[src/rtl/mem_stage_pkg.sv]
// Shared constants and state type for the memory-stage access unit.
package mem_stage_pkg;

    localparam int DATA_W = 64;
    localparam int DSEL_W = 32;

    localparam logic [1:0] LWSW_NONE  = 2'b00;
    localparam logic [1:0] LWSW_LOAD  = 2'b01;
    localparam logic [1:0] LWSW_STORE = 2'b10;
    localparam logic [1:0] LWSW_RSVD  = 2'b11;

    typedef enum logic {
        IDLE   = 1'b0,
        ACCESS = 1'b1
    } state_t;

    function automatic logic isMemOp(input logic [1:0] flag, input logic nop);
        return !nop && (flag == LWSW_LOAD || flag == LWSW_STORE);
    endfunction

endpackage

[src/rtl/mem_timeout_counter.sv]
// Counts cycles an access has been outstanding; flags the last allowed cycle.
module mem_timeout_counter #(
    parameter int TIMEOUT_CYCLES = 64
) (
    input  logic clk,
    input  logic reset,
    input  logic clear,
    input  logic enable,
    output logic terminal
);

    localparam int CNT_W = $clog2(TIMEOUT_CYCLES + 1);
    localparam logic [CNT_W-1:0] LAST = CNT_W'(TIMEOUT_CYCLES - 1);

    logic [CNT_W-1:0] count;

    always_ff @(posedge clk) begin
        if (reset || clear) begin
            count <= '0;
        end else if (enable) begin
            count <= count + CNT_W'(1);
        end
    end

    // High during the TIMEOUT_CYCLES-th enabled cycle since the last clear.
    assign terminal = enable && (count == LAST);

endmodule

[src/rtl/mem_stage_access_unit.sv]
// MEM stage: ALU passthrough to writeback, or a req/ack data-memory access
// that stalls the upstream latches until ack or timeout.
module mem_stage_access_unit
    import mem_stage_pkg::*;
#(
    parameter int TIMEOUT_CYCLES = 64
) (
    input  logic              clk,
    input  logic              reset,
    input  logic [DATA_W-1:0] dbusWire3,
    input  logic [DATA_W-1:0] bbusWire4,
    input  logic [DSEL_W-1:0] DselectWire4,
    input  logic [1:0]        lwSwFlag4,
    input  logic              NOPWire3,
    input  logic              memAck,
    input  logic [DATA_W-1:0] memRdata,
    output logic              memReq,
    output logic              memWe,
    output logic [DATA_W-1:0] memAddr,
    output logic [DATA_W-1:0] memWdata,
    output logic              stall,
    output logic [DATA_W-1:0] wbData,
    output logic [DSEL_W-1:0] wbDselect,
    output logic              wbValid,
    output logic              memErr
);

    state_t            state;
    logic [DSEL_W-1:0] capDsel;
    logic              capStore;
    logic              issue;
    logic              timeout;

    assign issue = (state == IDLE) && isMemOp(lwSwFlag4, NOPWire3);

    mem_timeout_counter #(
        .TIMEOUT_CYCLES(TIMEOUT_CYCLES)
    ) uTimeout (
        .clk     (clk),
        .reset   (reset),
        .clear   (issue),
        .enable  (state == ACCESS),
        .terminal(timeout)
    );

    // Low in the completing cycle so the upstream latch advances on that edge.
    assign stall = issue || ((state == ACCESS) && !memAck && !timeout);

    always_ff @(posedge clk) begin
        if (reset) begin
            state     <= IDLE;
            memReq    <= 1'b0;
            memWe     <= 1'b0;
            memAddr   <= '0;
            memWdata  <= '0;
            memErr    <= 1'b0;
            wbData    <= '0;
            wbDselect <= '0;
            wbValid   <= 1'b0;
            capDsel   <= '0;
            capStore  <= 1'b0;
        end else begin
            case (state)
                IDLE: begin
                    if (issue) begin
                        state     <= ACCESS;
                        memReq    <= 1'b1;
                        memWe     <= (lwSwFlag4 == LWSW_STORE);
                        memAddr   <= dbusWire3;
                        memWdata  <= bbusWire4;
                        capDsel   <= DselectWire4;
                        capStore  <= (lwSwFlag4 == LWSW_STORE);
                        wbValid   <= 1'b0;
                        wbDselect <= '0;
                    end else if (!NOPWire3 && lwSwFlag4 == LWSW_NONE) begin
                        wbData    <= dbusWire3;
                        wbDselect <= DselectWire4;
                        wbValid   <= |DselectWire4;
                    end else begin
                        wbData    <= '0;
                        wbDselect <= '0;
                        wbValid   <= 1'b0;
                    end
                end
                ACCESS: begin
                    // Ack takes priority over a timeout in the same cycle.
                    if (memAck) begin
                        state  <= IDLE;
                        memReq <= 1'b0;
                        memWe  <= 1'b0;
                        if (capStore) begin
                            wbValid   <= 1'b0;
                            wbDselect <= '0;
                        end else begin
                            wbData    <= memRdata;
                            wbDselect <= capDsel;
                            wbValid   <= |capDsel;
                        end
                    end else if (timeout) begin
                        state     <= IDLE;
                        memReq    <= 1'b0;
                        memWe     <= 1'b0;
                        memErr    <= 1'b1;
                        wbValid   <= 1'b0;
                        wbDselect <= '0;
                    end
                end
            endcase
        end
    end

endmodule

[config.mk]
export PLATFORM = sky130hd
export DESIGN_NAME = mem_stage_access_unit
export DESIGN_NICKNAME = d
export VERILOG_FILES = /design/src/rtl/mem_stage_pkg.sv /design/src/rtl/mem_timeout_counter.sv /design/src/rtl/mem_stage_access_unit.sv
export SDC_FILE = /design/constraint.sdc
export NUM_CORES = 1
export LEC_CHECK = 0
export CORE_MARGIN = 2
export CORE_UTILIZATION = 30
export DETAILED_ROUTE_END_ITERATION = 16
export DONT_BUFFER_PORTS = 1
export PLACE_DENSITY = 0.46
export SLEW_MARGIN = 20
export SYNTH_ARGS = -nofsm -noshare
export SYNTH_HDL_FRONTEND = slang
export SYNTH_SLANG_ARGS = --single-unit
[constraint.sdc]
create_clock -name clk -period 3.2 [get_ports clk]
set_input_delay 0.64 -clock clk [delete_from_list [all_inputs] [get_ports clk]]
set_output_delay 0.64 -clock clk [all_outputs]
set_load 0.1 [all_outputs]
Word level (Yosys, flattened, before mapping):

Cells that the tools add are included.

* word-level logic and storage cells: 68
* register bits after elaboration: 269
* bits of input ports: 230
* output and inout bits: 229

* equality and inequality tests: 8
* add/sub/neg operators: 1
* muxes and demuxes: 26
* reductions and logical operators: 19
* bitwise operators: 2

Operator list (count)
* 2-to-1 mux 64 bit: 4
* 2-to-1 mux 32 bit: 5
* case mux 64 bit (2 select lines): 1
* case mux 32 bit (2 select lines): 1
* OR reduction 32 bit: 2
* 2-to-1 mux 1 bit: 11
* != test 2 bit, second input constant: 4
* case mux 1 bit (2 select lines): 4
* adder 7 x 1 -> 7 bit, second input constant: 1
* equality test 7 x 6 -> 1 bit, second input constant: 1
* logical AND 1 bit: 6
* AND reduction 3 bit: 2
* AND reduction 2 bit: 2
* logical NOT 1 bit: 3
* logical OR 1 bit: 3
* != test 3 x 2 -> 1 bit, second input constant: 1
* equality test 2 x 1 -> 1 bit, second input constant: 1
* equality test 2 bit, second input constant: 1
* logical NOT 2 bit: 1
* NOT 1 bit: 2

Depth between registers and ports, before layout:

* depth in word-level cells: 6
* gate-level depth with buffers: 9

Modules after synthesis:

From an unflattened synthesis, not the netlist that was laid out.

* cells, all modules: 1188
* area total of the unflattened synthesis: 10303.6 um^2

Modules (own cells, without submodules)
* mem_stage_access_unit: instances 1, area an instance 9993.3 um^2, cells each 1154
* mem_timeout_counter: instances 1, area an instance 310.3 um^2, cells each 34

Least setup slack after synthesis:

OpenSTA, ideal clock, no wires.

* path type: input to output
* start: in lwSwFlag4[0]
* end: out stall
* arrival time: 2.192 ns
* required time: 2.560 ns
* path slack: 0.368 ns
* stages: 7
* cell sequence: inv_1 > ha_1 > and2b_2 > nand2b_1 > buf_2 > buf_2 > nand2_1

* cells in the longest elaborated chain, start to end: 5
* elaborated cells on any way between the ends: 6

RTL lines
* start: declaration: RTL line mem_stage_access_unit.sv:13 `input logic [1:0] lwSwFlag4,`
* equality test 2 x 1 -> 1 bit / equality test 2 bit (equally long branches): RTL line mem_stage_pkg.sv:18 `return !nop && (flag == LWSW_LOAD || flag == LWSW_STORE);`
* logical OR 1 bit *: RTL line mem_stage_pkg.sv:18
* logical AND 1 bit *: RTL line mem_stage_pkg.sv:18
* logical AND 1 bit *: RTL line mem_stage_access_unit.sv:34 `assign issue = (state == IDLE) && isMemOp(lwSwFlag4, NOPWire3);`
* logical OR 1 bit *: RTL line mem_stage_access_unit.sv:47 `assign stall = issue || ((state == ACCESS) && !memAck && !timeout);`
* end: declaration: RTL line mem_stage_access_unit.sv:21 `output logic stall,`

Mark *: on every way between the ends. The rest lies on a longest branch, timed or not.

Worst setup path after layout:

* start: reg state
* end: out stall

* cells in the longest elaborated chain, start to end: 4
* elaborated cells on any way between the ends: 7

RTL lines
* start: declaration: RTL line mem_stage_access_unit.sv:28 `state_t state;`
* start signal: assignment: RTL line mem_stage_access_unit.sv:51 `state <= IDLE;`
* start signal: assignment: RTL line mem_stage_access_unit.sv:66 `state <= ACCESS;`
* start signal: assignment: RTL line mem_stage_access_unit.sv:88 `state <= IDLE;`
* logical AND 1 bit: RTL line mem_timeout_counter.sv:26 `assign terminal = enable && (count == LAST);`
* logical NOT 1 bit: RTL line mem_stage_access_unit.sv:47
* logical AND 1 bit: RTL line mem_stage_access_unit.sv:47
* logical OR 1 bit *: RTL line mem_stage_access_unit.sv:47

Marks and branches as above.

==> results summary <==
The average via count per standard cell is 5.197. The clock slew seen by the registers of the worst setup and hold paths is 0.06 ns. The critical path in this run is classified as reg2out.

The TritonCTS clock tree is done. The overall fraction of global-route tracks in use came out at 17.08%. The synthesized design contains 0 enable-type register cells. The critical path startpoint category is a flop. The reg-to-reg endpoint is wbDselect[27]$_SDFFE_PP0P_.

After synthesis, the largest family of logic cells by area is compound AO/OA/AOI/OAI gates. The part of the power in the clock network is 37.8%. The number of synthesized register bits is 269. The sequential cell fraction of total power came out at 54.6%. The power density normalized to cell area is 797.8 nW/um^2. The total net switching power came out at 3.309 mW.

The aggregate routed wire length came out at 32930 um. The worst-case register-to-register setup slack came out at 0.97 ns. The final antenna diode count came out at 0.

The worst setup skew after layout came out at 0.008807 ns. The proportion of layout cells with a drive suffix above 1 came out at 11.13%. The depth of the worst register-to-register path is 6. Counting instances, the worst hold path has a depth of 1. The run finished with clean final reports. The worst flop-to-flop path startpoint is state$_SDFF_PP0_.

The number of vias after detailed routing is 8352. The endpoint of the worst hold path is wbData[18]$_SDFFE_PP0P_. The cell with the largest stage delay on the worst path is sky130_fd_sc_hd__dfxtp_4. The number of remaining DRC errors came out at 0. The die height is 189.2 um. The number of warnings issued by yosys is 0. The critical hold path startpoint is reset. The clock latency on the worst-skew pair came out at 0.55 ns. The predominant post-synthesis flop cell is sky130_fd_sc_hd__dfxtp_1. Setup repair after global routing left no endpoint under its margin.

The region available for standard cell placement spans 33620 sq um. Together, buffers and inverters on the worst path number 1. The die is 189.2 um wide. In this run the number of H-tree levels came out at 1. Including well taps, the total number of placed cells is 1552. The synthesized area came out at 10290 sq um. The number of antenna violations at the first check in global routing is 0. The total overflow reported by the global router is 0. The biggest cell delay along the critical path is 0.68 ns.

The final weighted congestion in routability-driven placement is 0.7749. No sink is reached through more buffers than the 3 on the longest clock path. After synthesis, the mean cell area works out to 8.663 sq um.

Static timing analysis puts the maximum clock frequency at 367.6 MHz. The actual slew at the worst max-slew pin is 1.146 ns. The post-synthesis net count came out at 1421. In this run the static leakage power is 3.983 nW. The number of failing setup endpoints in the final timing report came out at 0. The area fraction in compound gates after synthesis came out at 23.51%. The launching element of the worst setup path is state$_SDFF_PP0_. The count of distinct cell types in the synthesized netlist came out at 31. The starting density of the core is 30.61%.

The share of synthesized cell area in and, or, nand and nor gates came out at 17.91%. In this run the tightest slew margin relative to its limit is 23.59%. The tightest min-delay check is of the in2reg type.

The wire length of the first global-routing pass is 48960 um. The biggest area contributor in the post-synthesis netlist is sky130_fd_sc_hd__dfxtp_1. Sorting the synthesized cells by area gives the leading types as sky130_fd_sc_hd__dfxtp_1 52%, sky130_fd_sc_hd__nand2_1 12%, sky130_fd_sc_hd__a21oi_1 7.9%. The post-synthesis async set-or-reset flop share is 0%. OpenSTA, run right after detailed placement, puts the worst setup slack at 0.7317 ns.

The endpoint type of the worst setup path is an output pin. The switching portion of total power came out at 35.72%. The fraction of synthesized cell area taken by the top area cell type came out at 52.33%. The layout-stage area growth over the synthesis result came out at 12.83%. The critical path goes through nor2b_1, o21ai_0, nand2_1, buf_4.

The hold violation total from the final report is 0. The required time at the endpoint of the critical path is 2.56 ns. The initialized floorplan defines 67 standard-cell rows. The wire length per cell after detailed routing is 20.49 um. Excluding fillers, the count of instances in the completed layout stands at 1607. The top-level port count came out at 459.

The arrival time at the worst endpoint came out at 2.08 ns. The total of cells resized after clock tree synthesis is 0. The final critical-path required period is 2.721 ns. The clock root buffer is sky130_fd_sc_hd__clkbuf_16. The post-route cell area is 11610 sq um. The post-route antenna net violation count came out at 0.

The xor-xnor portion of the synthesized cell area is 0.5106%. The internal portion of the total power is 5.955 mW. The post-layout worst setup margin is 0.4793 ns. Broken down by cell family, the worst path's largest delay share belongs to flip-flops. For this design, the sink count on the clock tree is 269. The floorplan die area is 35800 sq um.

The detailed-routing iteration count for the pre-antenna-repair pass is 6. The final total negative setup slack came out at 0 ns. Buffers inserted to repair hold after CTS numbered 0.

The post-synthesis mux area share came out at 0.1945%. The number of setup buffers added after CTS is 0. The final max-slew violation count is 0. The net count of the finished layout is 1369. Buffers inserted during clock tree synthesis total 30. Across the run, the number of max-cap violations was 0. Sequential cells were found to cover 52.33% of the synthesized design area. Once placement finished, the instance area stood at 10590 sq um. The half-perimeter wire length of the detailed placement result came out at 22170 um.

The first routing iteration left 501 violations. Entering global routing, the biggest net connects 264 pins. Along the worst path, the maximum fanout reaches 35. The final period utilization is 85.02%.

Summing the areas of all fa, ha and maj instances in the mapped netlist gives 0.3647% of the synthesized area. VDD sags by at most 0.3651 mV. The number of global-route vias before repair is 7928. The combinational share of power came out at 7.6%. The count of input and output buffers is 0.

The cell count after synthesis is 1188.
## area by class of cell
class / count / area (sq um)
Clock buffer: 45 / 918.4
Clock inverter: 10 / 100.1
Fill cell: 3533 / 22000
Inverter: 2 / 7.507
Multi-Input combinational cell: 811 / 4395
Sequential cell: 269 / 5389
Tap cell: 448 / 560.5
Timing Repair Buffer: 22 / 240.2
## power by group through the flow
stage | Combinational, mW | Clock (mW) | Sequential, mW
final | 0.702 | 3.50 | 5.06
after global routing | 0.791 | 3.73 | 5.08
after CTS | 0.713 | 3.62 | 5.06
after detailed placement | 0.712 | 0 | 5.13
after global placement | 0.695 | 0 | 5.13
after floorplan | 0.626 | 0 | 5.06
## flip-flops by register name, indices dropped and copies added, names as in the netlist
register,flops
memAddr,64
wbDselect,32
state,1
memReq,1
capStore,1
wbValid,1
uTimeout.count,7
memWe,1
memWdata,64
capDsel,32
memErr,1
wbData,64
## metrics by stage
| step | utilization [%] | hold slack [ns] | power (mW) |
|---|---|---|---|
| 2_1_floorplan | - | 0.4321 | 5.682 |
| 3_3_place_gp | 31.51 | 0.4403 | 5.827 |
| 3_5_place_dp | 31.51 | 0.4554 | 5.844 |
| 4_1_cts | 34.54 | 0.1478 | 9.392 |
| 5_1_grt | 34.54 | 0.1388 | 9.603 |
| 6_report | 34.54 | 0.1556 | 9.264 |
## cell families after synthesis
logic type | Yosys count
fa+ha+maj | 3
flops | 269
compound gates | 332
mux | 2
simple gates | 468
xor+xnor | 6
buf+inv | 108
## cells in the final DEF, fill, tap and decap left out, types with 2 or more instances in the layout
cell type / synthesis / layout
sky130_fd_sc_hd__a211oi_1: 14 / 14
sky130_fd_sc_hd__dfxtp_1: 269 / 268
sky130_fd_sc_hd__a222oi_1: 32 / 32
sky130_fd_sc_hd__xor2_1: 3 / 3
sky130_fd_sc_hd__clkbuf_16: 0 / 31
sky130_fd_sc_hd__a2bb2oi_1: 2 / 2
sky130_fd_sc_hd__clkbuf_1: 39 / 5
sky130_fd_sc_hd__nor2_1: 110 / 110
sky130_fd_sc_hd__nand4_1: 7 / 7
sky130_fd_sc_hd__clkinv_2: 0 / 8
sky130_fd_sc_hd__a211oi_2: 50 / 50
sky130_fd_sc_hd__bufinv_16: 0 / 2
sky130_fd_sc_hd__a22oi_1: 64 / 64
sky130_fd_sc_hd__xnor2_1: 3 / 3
sky130_fd_sc_hd__o21ai_0: 2 / 2
sky130_fd_sc_hd__nand2b_1: 3 / 2
sky130_fd_sc_hd__buf_4: 15 / 16
sky130_fd_sc_hd__nor4_1: 16 / 16
sky130_fd_sc_hd__inv_1: 2 / 2
sky130_fd_sc_hd__ha_1: 3 / 3
sky130_fd_sc_hd__clkbuf_8: 0 / 9
sky130_fd_sc_hd__mux2i_1: 2 / 2
sky130_fd_sc_hd__buf_12: 0 / 6
sky130_fd_sc_hd__nand2_1: 326 / 326
sky130_fd_sc_hd__a21oi_1: 163 / 163
## synthesized netlist by cell type (all sizes together) (2+ instances only)
| master | n |
|---|---|
| nand4 | 7 |
| ha | 3 |
| mux2i | 2 |
| nor2 | 110 |
| a222oi | 32 |
| dfxtp | 269 |
| o21ai | 3 |
| a2bb2oi | 2 |
| buf | 67 |
| o21bai | 2 |
| nor2b | 3 |
| xnor2 | 3 |
| a21oi | 163 |
| xor2 | 3 |
| a211oi | 64 |
| nor4 | 16 |
| a22oi | 64 |
| clkbuf | 39 |
| nand2 | 326 |
| inv | 2 |
| nand2b | 3 |
## metal layers
metal	global-route usage (%)	part of all wire, %
met5	0	0
met4	4.592	2.0
met3	5.987	10
met2	29.40	49
met1	20.15	39
## how the worst max path moves through the flow
stage,end,slack [ns],cells after the start
2_1_floorplan,stall,0.37,7
3_3_place_gp,wbData[61]$_SDFFE_PP0P_,0.78,7
3_5_place_dp,wbData[55]$_SDFFE_PP0P_,0.73,7
4_1_cts,stall,0.42,4
5_1_grt,stall,0.35,4
6_report,stall,0.48,4
Note: power is estimated with default switching activity, not from simulation.
